[src/rtl/decode_pkg.sv]
// Shared decode definitions for the ID stage: opcodes, ALU op encodings and the control bundle.
// Used by decode_stage and decode_stage_regfile (REGFILE_BYPASS_EN selects write-through reads there).
package decode_pkg;

  localparam logic [5:0] OP_RTYPE = 6'h00;
  localparam logic [5:0] OP_LW    = 6'h23;
  localparam logic [5:0] OP_SW    = 6'h2B;
  localparam logic [5:0] OP_BEQ   = 6'h04;
  localparam logic [5:0] OP_ADDI  = 6'h08;

  typedef enum logic [1:0] {
    ALU_OP_ADD   = 2'b00,
    ALU_OP_SUB   = 2'b01,
    ALU_OP_FUNCT = 2'b10
  } alu_op_e;

  typedef struct packed {
    logic    reg_dst;
    logic    alu_src;
    alu_op_e alu_op;
    logic    mem_read;
    logic    mem_write;
    logic    reg_write;
    logic    mem_to_reg;
    logic    branch;
  } id_ctrl_t;

  localparam id_ctrl_t CTRL_NONE = '0;

  // The all-zero word is a nop even though its opcode field matches R-type.
  function automatic id_ctrl_t decode_ctrl(input logic [31:0] instr);
    id_ctrl_t c;
    c = CTRL_NONE;
    if (instr != 32'd0) begin
      case (instr[31:26])
        OP_RTYPE: begin
          c.reg_dst   = 1'b1;
          c.reg_write = 1'b1;
          c.alu_op    = ALU_OP_FUNCT;
        end
        OP_LW: begin
          c.alu_src    = 1'b1;
          c.mem_read   = 1'b1;
          c.reg_write  = 1'b1;
          c.mem_to_reg = 1'b1;
          c.alu_op     = ALU_OP_ADD;
        end
        OP_SW: begin
          c.alu_src   = 1'b1;
          c.mem_write = 1'b1;
          c.alu_op    = ALU_OP_ADD;
        end
        OP_BEQ: begin
          c.branch = 1'b1;
          c.alu_op = ALU_OP_SUB;
        end
        OP_ADDI: begin
          c.alu_src   = 1'b1;
          c.reg_write = 1'b1;
          c.alu_op    = ALU_OP_ADD;
        end
        default: c = CTRL_NONE;
      endcase
    end
    return c;
  endfunction

  function automatic logic uses_rt(input logic [5:0] opcode);
    return (opcode == OP_RTYPE) || (opcode == OP_SW) || (opcode == OP_BEQ);
  endfunction

endpackage

[src/rtl/decode_stage_regfile.sv]
// Two-read/one-write register file with r0 hardwired to zero and asynchronous clear.
// Define REGFILE_BYPASS_EN to forward a same-cycle WB write to the read ports.
module decode_stage_regfile
  import decode_pkg::*;
#(
  parameter int XLEN   = 32,
  parameter int NREGS  = 32,
  localparam int REG_AW = $clog2(NREGS)
) (
  input  logic              clk,
  input  logic              rst,
  input  logic [REG_AW-1:0] raddr1,
  input  logic [REG_AW-1:0] raddr2,
  output logic [XLEN-1:0]   rdata1,
  output logic [XLEN-1:0]   rdata2,
  input  logic              we,
  input  logic [REG_AW-1:0] waddr,
  input  logic [XLEN-1:0]   wdata
);

  logic [XLEN-1:0] regs [NREGS];
  logic [1:0][REG_AW-1:0] raddr;
  logic [1:0][XLEN-1:0]   rdata;

  always_ff @(posedge clk or posedge rst) begin
    if (rst) begin
      for (int i = 0; i < NREGS; i++) begin
        regs[i] <= '0;
      end
    end else if (we && (waddr != '0)) begin
      regs[waddr] <= wdata;
    end
  end

  assign raddr  = {raddr2, raddr1};
  assign rdata1 = rdata[0];
  assign rdata2 = rdata[1];

  genvar gi;
  generate
    for (gi = 0; gi < 2; gi++) begin : g_read
`ifdef REGFILE_BYPASS_EN
      // raddr != 0 already excludes forwarding a dropped r0 write.
      assign rdata[gi] = (raddr[gi] == '0)                  ? '0    :
                         (we && (waddr == raddr[gi]))       ? wdata :
                                                              regs[raddr[gi]];
`else
      assign rdata[gi] = (raddr[gi] == '0) ? '0 : regs[raddr[gi]];
`endif
    end
  endgenerate

endmodule

[src/rtl/decode_stage.sv]
// ID stage: control decode, register read, immediate extension, load-use hazard detection and ID/EX latch.
// REGFILE_BYPASS_EN (in decode_stage_regfile) turns on write-through register reads.
module decode_stage
  import decode_pkg::*;
#(
  parameter int XLEN   = 32,
  parameter int NREGS  = 32,
  localparam int REG_AW = $clog2(NREGS)
) (
  input  logic              clk,
  input  logic              rst,
  input  logic [XLEN-1:0]   if_id_instr,
  input  logic [XLEN-1:0]   if_id_npc,
  input  logic              ex_mem_pc_src,
  input  logic              wb_reg_write,
  input  logic [REG_AW-1:0] wb_write_reg,
  input  logic [XLEN-1:0]   wb_write_data,
  output logic              id_stall,
  output logic              id_ex_valid,
  output logic [XLEN-1:0]   id_ex_npc,
  output logic [XLEN-1:0]   id_ex_rdata1,
  output logic [XLEN-1:0]   id_ex_rdata2,
  output logic [XLEN-1:0]   id_ex_imm,
  output logic [REG_AW-1:0] id_ex_rs,
  output logic [REG_AW-1:0] id_ex_rt,
  output logic [REG_AW-1:0] id_ex_rd,
  output logic              id_ex_reg_dst,
  output logic              id_ex_alu_src,
  output logic              id_ex_mem_read,
  output logic              id_ex_mem_write,
  output logic              id_ex_reg_write,
  output logic              id_ex_mem_to_reg,
  output logic              id_ex_branch,
  output logic [1:0]        id_ex_alu_op
);

  logic [REG_AW-1:0] rs;
  logic [REG_AW-1:0] rt;
  logic [REG_AW-1:0] rd;
  logic [XLEN-1:0]   imm;
  logic [XLEN-1:0]   rdata1;
  logic [XLEN-1:0]   rdata2;
  id_ctrl_t          ctrl;
  id_ctrl_t          id_ex_ctrl;
  logic              hazard;
  logic              bubble;

  assign rs   = if_id_instr[21 +: REG_AW];
  assign rt   = if_id_instr[16 +: REG_AW];
  assign rd   = if_id_instr[11 +: REG_AW];
  assign imm  = {{(XLEN-16){if_id_instr[15]}}, if_id_instr[15:0]};
  assign ctrl = decode_ctrl(if_id_instr[31:0]);

  decode_stage_regfile #(
    .XLEN  (XLEN),
    .NREGS (NREGS)
  ) u_regfile (
    .clk    (clk),
    .rst    (rst),
    .raddr1 (rs),
    .raddr2 (rt),
    .rdata1 (rdata1),
    .rdata2 (rdata2),
    .we     (wb_reg_write),
    .waddr  (wb_write_reg),
    .wdata  (wb_write_data)
  );

  // A load in EX whose destination feeds this instruction cannot be forwarded in time.
  assign hazard = id_ex_valid && id_ex_ctrl.mem_read && (id_ex_rt != '0) &&
                  ((id_ex_rt == rs) || (uses_rt(if_id_instr[31:26]) && (id_ex_rt == rt)));

  // A taken branch squashes the instruction anyway, so it overrides the stall.
  assign id_stall = hazard && !ex_mem_pc_src;
  assign bubble   = id_stall || ex_mem_pc_src;

  always_ff @(posedge clk or posedge rst) begin
    if (rst) begin
      id_ex_valid  <= 1'b0;
      id_ex_ctrl   <= CTRL_NONE;
      id_ex_npc    <= '0;
      id_ex_rdata1 <= '0;
      id_ex_rdata2 <= '0;
      id_ex_imm    <= '0;
      id_ex_rs     <= '0;
      id_ex_rt     <= '0;
      id_ex_rd     <= '0;
    end else if (bubble) begin
      id_ex_valid  <= 1'b0;
      id_ex_ctrl   <= CTRL_NONE;
      id_ex_npc    <= '0;
      id_ex_rdata1 <= '0;
      id_ex_rdata2 <= '0;
      id_ex_imm    <= '0;
      id_ex_rs     <= '0;
      id_ex_rt     <= '0;
      id_ex_rd     <= '0;
    end else begin
      id_ex_valid  <= 1'b1;
      id_ex_ctrl   <= ctrl;
      id_ex_npc    <= if_id_npc;
      id_ex_rdata1 <= rdata1;
      id_ex_rdata2 <= rdata2;
      id_ex_imm    <= imm;
      id_ex_rs     <= rs;
      id_ex_rt     <= rt;
      id_ex_rd     <= rd;
    end
  end

  assign id_ex_reg_dst    = id_ex_ctrl.reg_dst;
  assign id_ex_alu_src    = id_ex_ctrl.alu_src;
  assign id_ex_alu_op     = id_ex_ctrl.alu_op;
  assign id_ex_mem_read   = id_ex_ctrl.mem_read;
  assign id_ex_mem_write  = id_ex_ctrl.mem_write;
  assign id_ex_reg_write  = id_ex_ctrl.reg_write;
  assign id_ex_mem_to_reg = id_ex_ctrl.mem_to_reg;
  assign id_ex_branch     = id_ex_ctrl.branch;

endmodule
[config.mk]
export PLATFORM = sky130hd
export DESIGN_NAME = decode_stage
export DESIGN_NICKNAME = d
export VERILOG_FILES = /design/src/rtl/decode_pkg.sv /design/src/rtl/decode_stage_regfile.sv /design/src/rtl/decode_stage.sv
export SDC_FILE = /design/constraint.sdc
export NUM_CORES = 2
export LEC_CHECK = 0
export ABC_AREA = 1
export CORE_MARGIN = 3
export CORE_UTILIZATION = 60
export CTS_BUF_LIST = sky130_fd_sc_hd__clkbuf_16
export CTS_CLUSTER_SIZE = 30
export DETAILED_ROUTE_END_ITERATION = 10
export PLACE_DENSITY = 0.79
export SLEW_MARGIN = 20
export SYNTH_ARGS = -nofsm -noshare
export SYNTH_HDL_FRONTEND = slang
export SYNTH_SLANG_ARGS = --single-unit
[constraint.sdc]
create_clock -name clk -period 41.4 [get_ports clk]
set_input_delay 6.21 -clock clk [delete_from_list [all_inputs] [get_ports clk]]
set_output_delay 6.21 -clock clk [all_outputs]
set_load 0.02 [all_outputs]
Word level (Yosys, flattened, before mapping):

Index checks and enable logic that the tools add are counted.

* output and inout bits: 154
* register bits: 1177

* equality and inequality tests: 6
* bitwise gates (word level): 3
* mux-type cells: 28
* reduce and logical (&&, ||, !) cells: 20
* $lt $le $gt $ge: 4

Operators by type and width (number)
* bitwise mux 1024 bit: 1
* two-way mux 32 bit: 11
* binary-select mux 32 bit (select 5 bit): 2
* demux 32 bit (select 5 bit): 1
* nonzero test 32 bit: 1
* >= comparator 6 bit, second input constant: 3
* two-way mux 9 bit: 2
* inverter 5 -> 6 bit: 3
* two-way mux 5 bit: 3
* == test 6 bit, second input constant: 2
* == test 5 bit: 2
* logical NOT 5 bit: 2
* nonzero test 5 bit: 2
* logical AND 1 bit: 7
* two-way mux 1 bit: 7
* == test 6 x 3 -> 1 bit, second input constant: 1
* == test 6 x 4 -> 1 bit, second input constant: 1
* logical NOT 6 bit: 1
* less-than comparator 6 x 1 -> 1 bit, second input constant: 1
* OR reduction 3 bit: 2
* logical OR 1 bit: 4
* case mux 2 bit (2 select lines): 1
* logical NOT 1 bit: 1

Logic depth before layout (Yosys ltp):

* word-level depth: 9
* mapped depth: 13

Modules after synthesis:

A second synthesis with hierarchy kept.

* cells, all modules: 8815
* area, all modules: 61545.3 µm²

Modules (own cells, without submodules)
* decode_stage_regfile: instances 1, cells an instance 8330, area each 56678.1 µm²
* decode_stage: instances 1, cells an instance 485, area each 4867.2 µm²

Least setup slack after synthesis:

No wires, ideal clock.

* kind: input-to-output
* from: in if_id_instr[20]
* to: out id_stall
* slack: 27.905 ns
* required time: 35.190 ns
* stages on the path: 9
* data arrival time: 7.285 ns
* cell sequence: buf_2 > clkinv_1 > nand2_1 > nand2_1 > nor2_1 > nand2_1 > o21ai_0 > nand2_1 > nor2_1

* word-level cells in the longest chain between the ends: 5

Ends and longest elaborated chain
* start, declared: RTL line decode_stage.sv:12 `input logic [XLEN-1:0] if_id_instr,`
* == test 5 bit: RTL line decode_stage.sv:71 `((id_ex_rt == rs) || (uses_rt(if_id_instr[31:26]) && (id_ex_rt == rt)));`
* logical AND 1 bit: RTL line decode_stage.sv:71
* logical OR 1 bit: RTL line decode_stage.sv:71
* logical AND 1 bit: RTL line decode_stage.sv:70 `assign hazard = id_ex_valid && id_ex_ctrl.mem_read && (id_ex_rt != '0) &&`
* logical AND 1 bit: RTL line decode_stage.sv:74 `assign id_stall = hazard && !ex_mem_pc_src;`
* end, declared: RTL line decode_stage.sv:18 `output logic id_stall,`

Every way passes these cells.

Worst setup path after layout:

* from: in if_id_instr[16]
* to: out id_stall

Same word-level chain as after synthesis.

==> results.py <==
metrics = {
    "detailed_routing": {
        "via_per_inst": 6.29,
        "firstDrtPassIters": 7,
        "met1_length_um": 82500,
        "routed_wl_um": 225000,
        "drc_errors": 0,
        "wl_met2_um": 94400,
        "highest_layer": "met5",
        "route.vias.total": 61800,
        "ant_nets": 0,
        "wl_per_cell_um": 22.9,
        "drt_iter0_drc": 10100,
        "dr_wl_met3_um": 34800,
    },
    "global_routing": {
        "grt_pass1_wl_um": 340000,
        "grt_usage_pct": 41.2,
        "grt_max_degree": 236,
        "first_global_vias": 57400,
        "overflow": 0,
        "antenna_found_initial": 20,
    },
    "cts": {
        "path_clk_slew_ns": 0.06,
        "clkSinkCount": 1154,
        "clk_latency_ns": 0.75,
        "cts-root-buf": "clkbuf_16",
        "cts_setup_buffers": 0,
        "htree_levels": 3,
        "cts_buffers": 120,
        "clockBufferDepth": 3,
        "cts_tree": "yes",
        "holdBufCountCts": 0,
        "post_cts_resized": 0,
    },
    "timing": {
        "hold_viol_final": 0,
        "worst_pin_slew_ns": 1.25,
        "slew_viol_final": 0,
        "rsz0062_at_grt": "false",
        "fin_crit_sh_pct": 36.6,
        "fmax_mhz": 65.9,
        "slew_headroom_pct": 16.7,
        "setup_violations": 0,
        "tns_ns": 0,
        "fin_worst_skew_ns": 0.0267,
        "post-route-min-period_ns": 15.17,
    },
    "setup_path": {
        "cp_top_family": "buffers and inverters",
        "cp_max_fo": 97,
        "cp.arrival_ns": 8.96,
        "start_kind": "input pin",
        "end_kind": "output port",
        "critPathMostFrequentCell": "nand2_1",
        "r2r-start": "id_ex_rt[2]",
        "reg2reg_depth": 7,
        "cp_cell_sequence": "buf_8 -> inv_6 -> nand2_1 -> nand2_1 -> nor2_1 -> nand2_1 -> o21ai_0 -> nand2_1 -> nor2_1 -> clkdlybuf4s50_1",
        "slowest_stage": "clkdlybuf4s50_1",
        "critPathKind": "input pin to output port",
        "cp.depth": 10,
        "cp.required_ns": 35.19,
        "reg2reg_setup_slack_ns": 38.16,
        "slowest_delay_ns": 0.62,
        "path_buf_inv": 3,
        "r2r_end": "id_ex_rdata2[14]",
    },
    "place": {
        "placed_cell_area_mm2": 0.0642,
        "port_buffers": 258,
        "dp_hpwl_um": 123000,
        "globalplace.congestion": 0.901,
    },
    "floorplanning": {
        "rows": 117,
        "die_area_mm2": 0.107,
        "die-width_um": 328,
        "start_util_pct": 60.8,
        "coreArea_mm2": 0.102,
        "die-height_um": 328,
        "ios": 259,
    },
    "cells_and_area": {
        "nNetsFinal": 8458,
        "postLayoutCoreUtil_pct": 66.6,
        "seqCellArea_mm2": 0.0289,
        "drive_gt1_share_pct": 3.86,
        "final_area_mm2": 0.0680,
        "syn2layout_area_growth_pct": 9.58,
        "multi_input_area_mm2": 0.0271,
        "nFillCells": 8729,
    },
    "power_and_ir_drop": {
        "p_per_area_mw_per_mm2": 46.5,
        "p_leak_nw": 32.9,
        "ir_worst_vdd_mv": 0.0399,
    },
    "job": {
        "cap_violations": 0,
    },
    "logic_synthesis": {
        "yosysUniqueCellTypes": 26,
        "synth_top_flop_cell": "dfrtp_1",
        "synth_edf_count": 0,
        "netlist_area_mm2": 0.0621,
        "synth_top_cells_by_area": "dfrtp_1 47%, nand2_1 16%, nand3_1 8.9%",
        "ys_seq_area_share_pct": 46.5,
        "synth_top_area_cell": "dfrtp_1",
        "ys_ff_latch": 1154,
        "synth_top_area_share_pct": 46.5,
        "synthArstFlopShare_pct": 100,
        "ys_warn_count": 0,
        "netlist_instances": 8637,
        "synth_most_common_cell": "nand2_1",
        "synth_common_cells": "2642 x nand2_1, 1154 x dfrtp_1, 1108 x nand3_1, 1034 x o21ai_0, 841 x inv_1",
        "syn_area_per_cell_um2": 7.19,
        "syn_nets": 8742,
    },
    "worst_hold_path": {
        "hp-class": "register to register",
        "hold_end": "u_regfile.regs[1021]",
        "worstHoldStart": "u_regfile.regs[1021]",
        "hold-path-cell-count": 0,
    },
    "status": {
        "status": "finished, final reports clean",
    },
}
how the worst max path moves through the flow:
| stage | startpoint | to | slack (ns) |
|---|---|---|---|
| after floorplan | rst | id_ex_alu_op[0] | 2.69 |
| after global placement | if_id_instr[16] | id_stall | 26.33 |
| after detailed placement | if_id_instr[16] | id_stall | 26.40 |
| after CTS | if_id_instr[16] | id_stall | 26.38 |
| after global routing | if_id_instr[16] | id_stall | 26.12 |
| final | if_id_instr[16] | id_stall | 26.23 |
layout by cell type, fill, tap and decap left out:
master,netlist,routed
a21oi_1,76,76
buf_12,0,6
buf_2,115,3
buf_4,23,83
buf_6,0,3
buf_8,0,4
bufinv_16,0,10
clkbuf_16,0,121
clkdlybuf4s50_1,0,248
clkinv_1,2,34
clkinv_2,0,29
clkinv_4,0,2
clkinvlp_4,0,5
dfrtp_1,1154,1154
diode_2,0,13
inv_1,841,850
inv_16,0,2
inv_2,3,5
inv_6,0,8
inv_8,0,3
nand2_1,2642,2626
nand2_2,11,27
nand3_1,1108,1106
nand3_2,0,1
nand3_4,0,1
nand4_1,4,4
nor2_1,456,455
nor2_4,0,5
nor3_1,7,7
nor3_2,5,5
nor3_4,1,1
nor4_1,3,2
nor4_2,0,1
nor4_4,1,1
o211ai_1,518,518
o21ai_0,1034,1034
o21ai_1,7,7
o22ai_1,1,1
xnor2_1,2,2
xor2_1,4,4
per-stage QoR:
step	setup WS, ns	cells	power, mW	hold slack, ns
6_report	26.23	9835	3.16	0.395
5_1_grt	26.12	9830	3.32	0.411
4_1_cts	26.38	9822	3.15	0.398
3_5_place_dp	26.40	9599	2.09	0.384
3_3_place_gp	26.33	9599	2.06	0.380
2_1_floorplan	2.69	8637	1.90	0.440
cells by family (layout without fill, tap and decap cells):
kind of cell | after synthesis | count (layout) | synth area share (%)
flops | 1154 | 1154 | 46.5
simple gates | 4242 | 4242 | 28.1
compound gates | 1636 | 1636 | 15.3
xor+xnor | 6 | 6 | 0.0846
buf+inv | 1599 | 1416 | 10.0
other cells | 0 | 13 | 0
layer usage:
metal / GRT usage [%] / vias up
met2: 59.8 / 4613
li1: - / 27300
met3: 12.9 / 942
met5: 0 / -
met1: 55.5 / 28900
met4: 21.5 / 10
where the power goes:
part           switching [mW]  total [mW]  internal (mW)
Clock                   0.478        1.07          0.591
Combinational           0.429       0.652          0.223
Sequential              0.120        1.44           1.32
Total                    1.03        3.16           2.14
layout make-up:
| type | count | share of cell area, % |
|---|---|---|
| timing repair buffer | 347 | 4.90 |
| sequential | 1154 | 42.4 |
| tap | 1368 | 2.52 |
| multi-input combinational | 5884 | 39.8 |
| antenna | 13 | 0.0478 |
| clock buffer | 121 | 4.45 |
| inverter | 846 | 4.73 |
| clock inverter | 102 | 1.12 |
flip-flops by register name (all words and copies together), names as in the netlist:
signal,cells
id_ex_reg_write,1
id_ex_rd,4
u_regfile.regs,1024
id_ex_branch,1
id_ex_rs,5
id_ex_valid,1
id_ex_imm,12
id_ex_mem_write,1
id_ex_rdata1,32
id_ex_npc,32
id_ex_alu_src,1
id_ex_alu_op,2
id_ex_rdata2,32
id_ex_rt,5
id_ex_mem_read,1
Note: power is estimated with default switching activity, not from simulation.
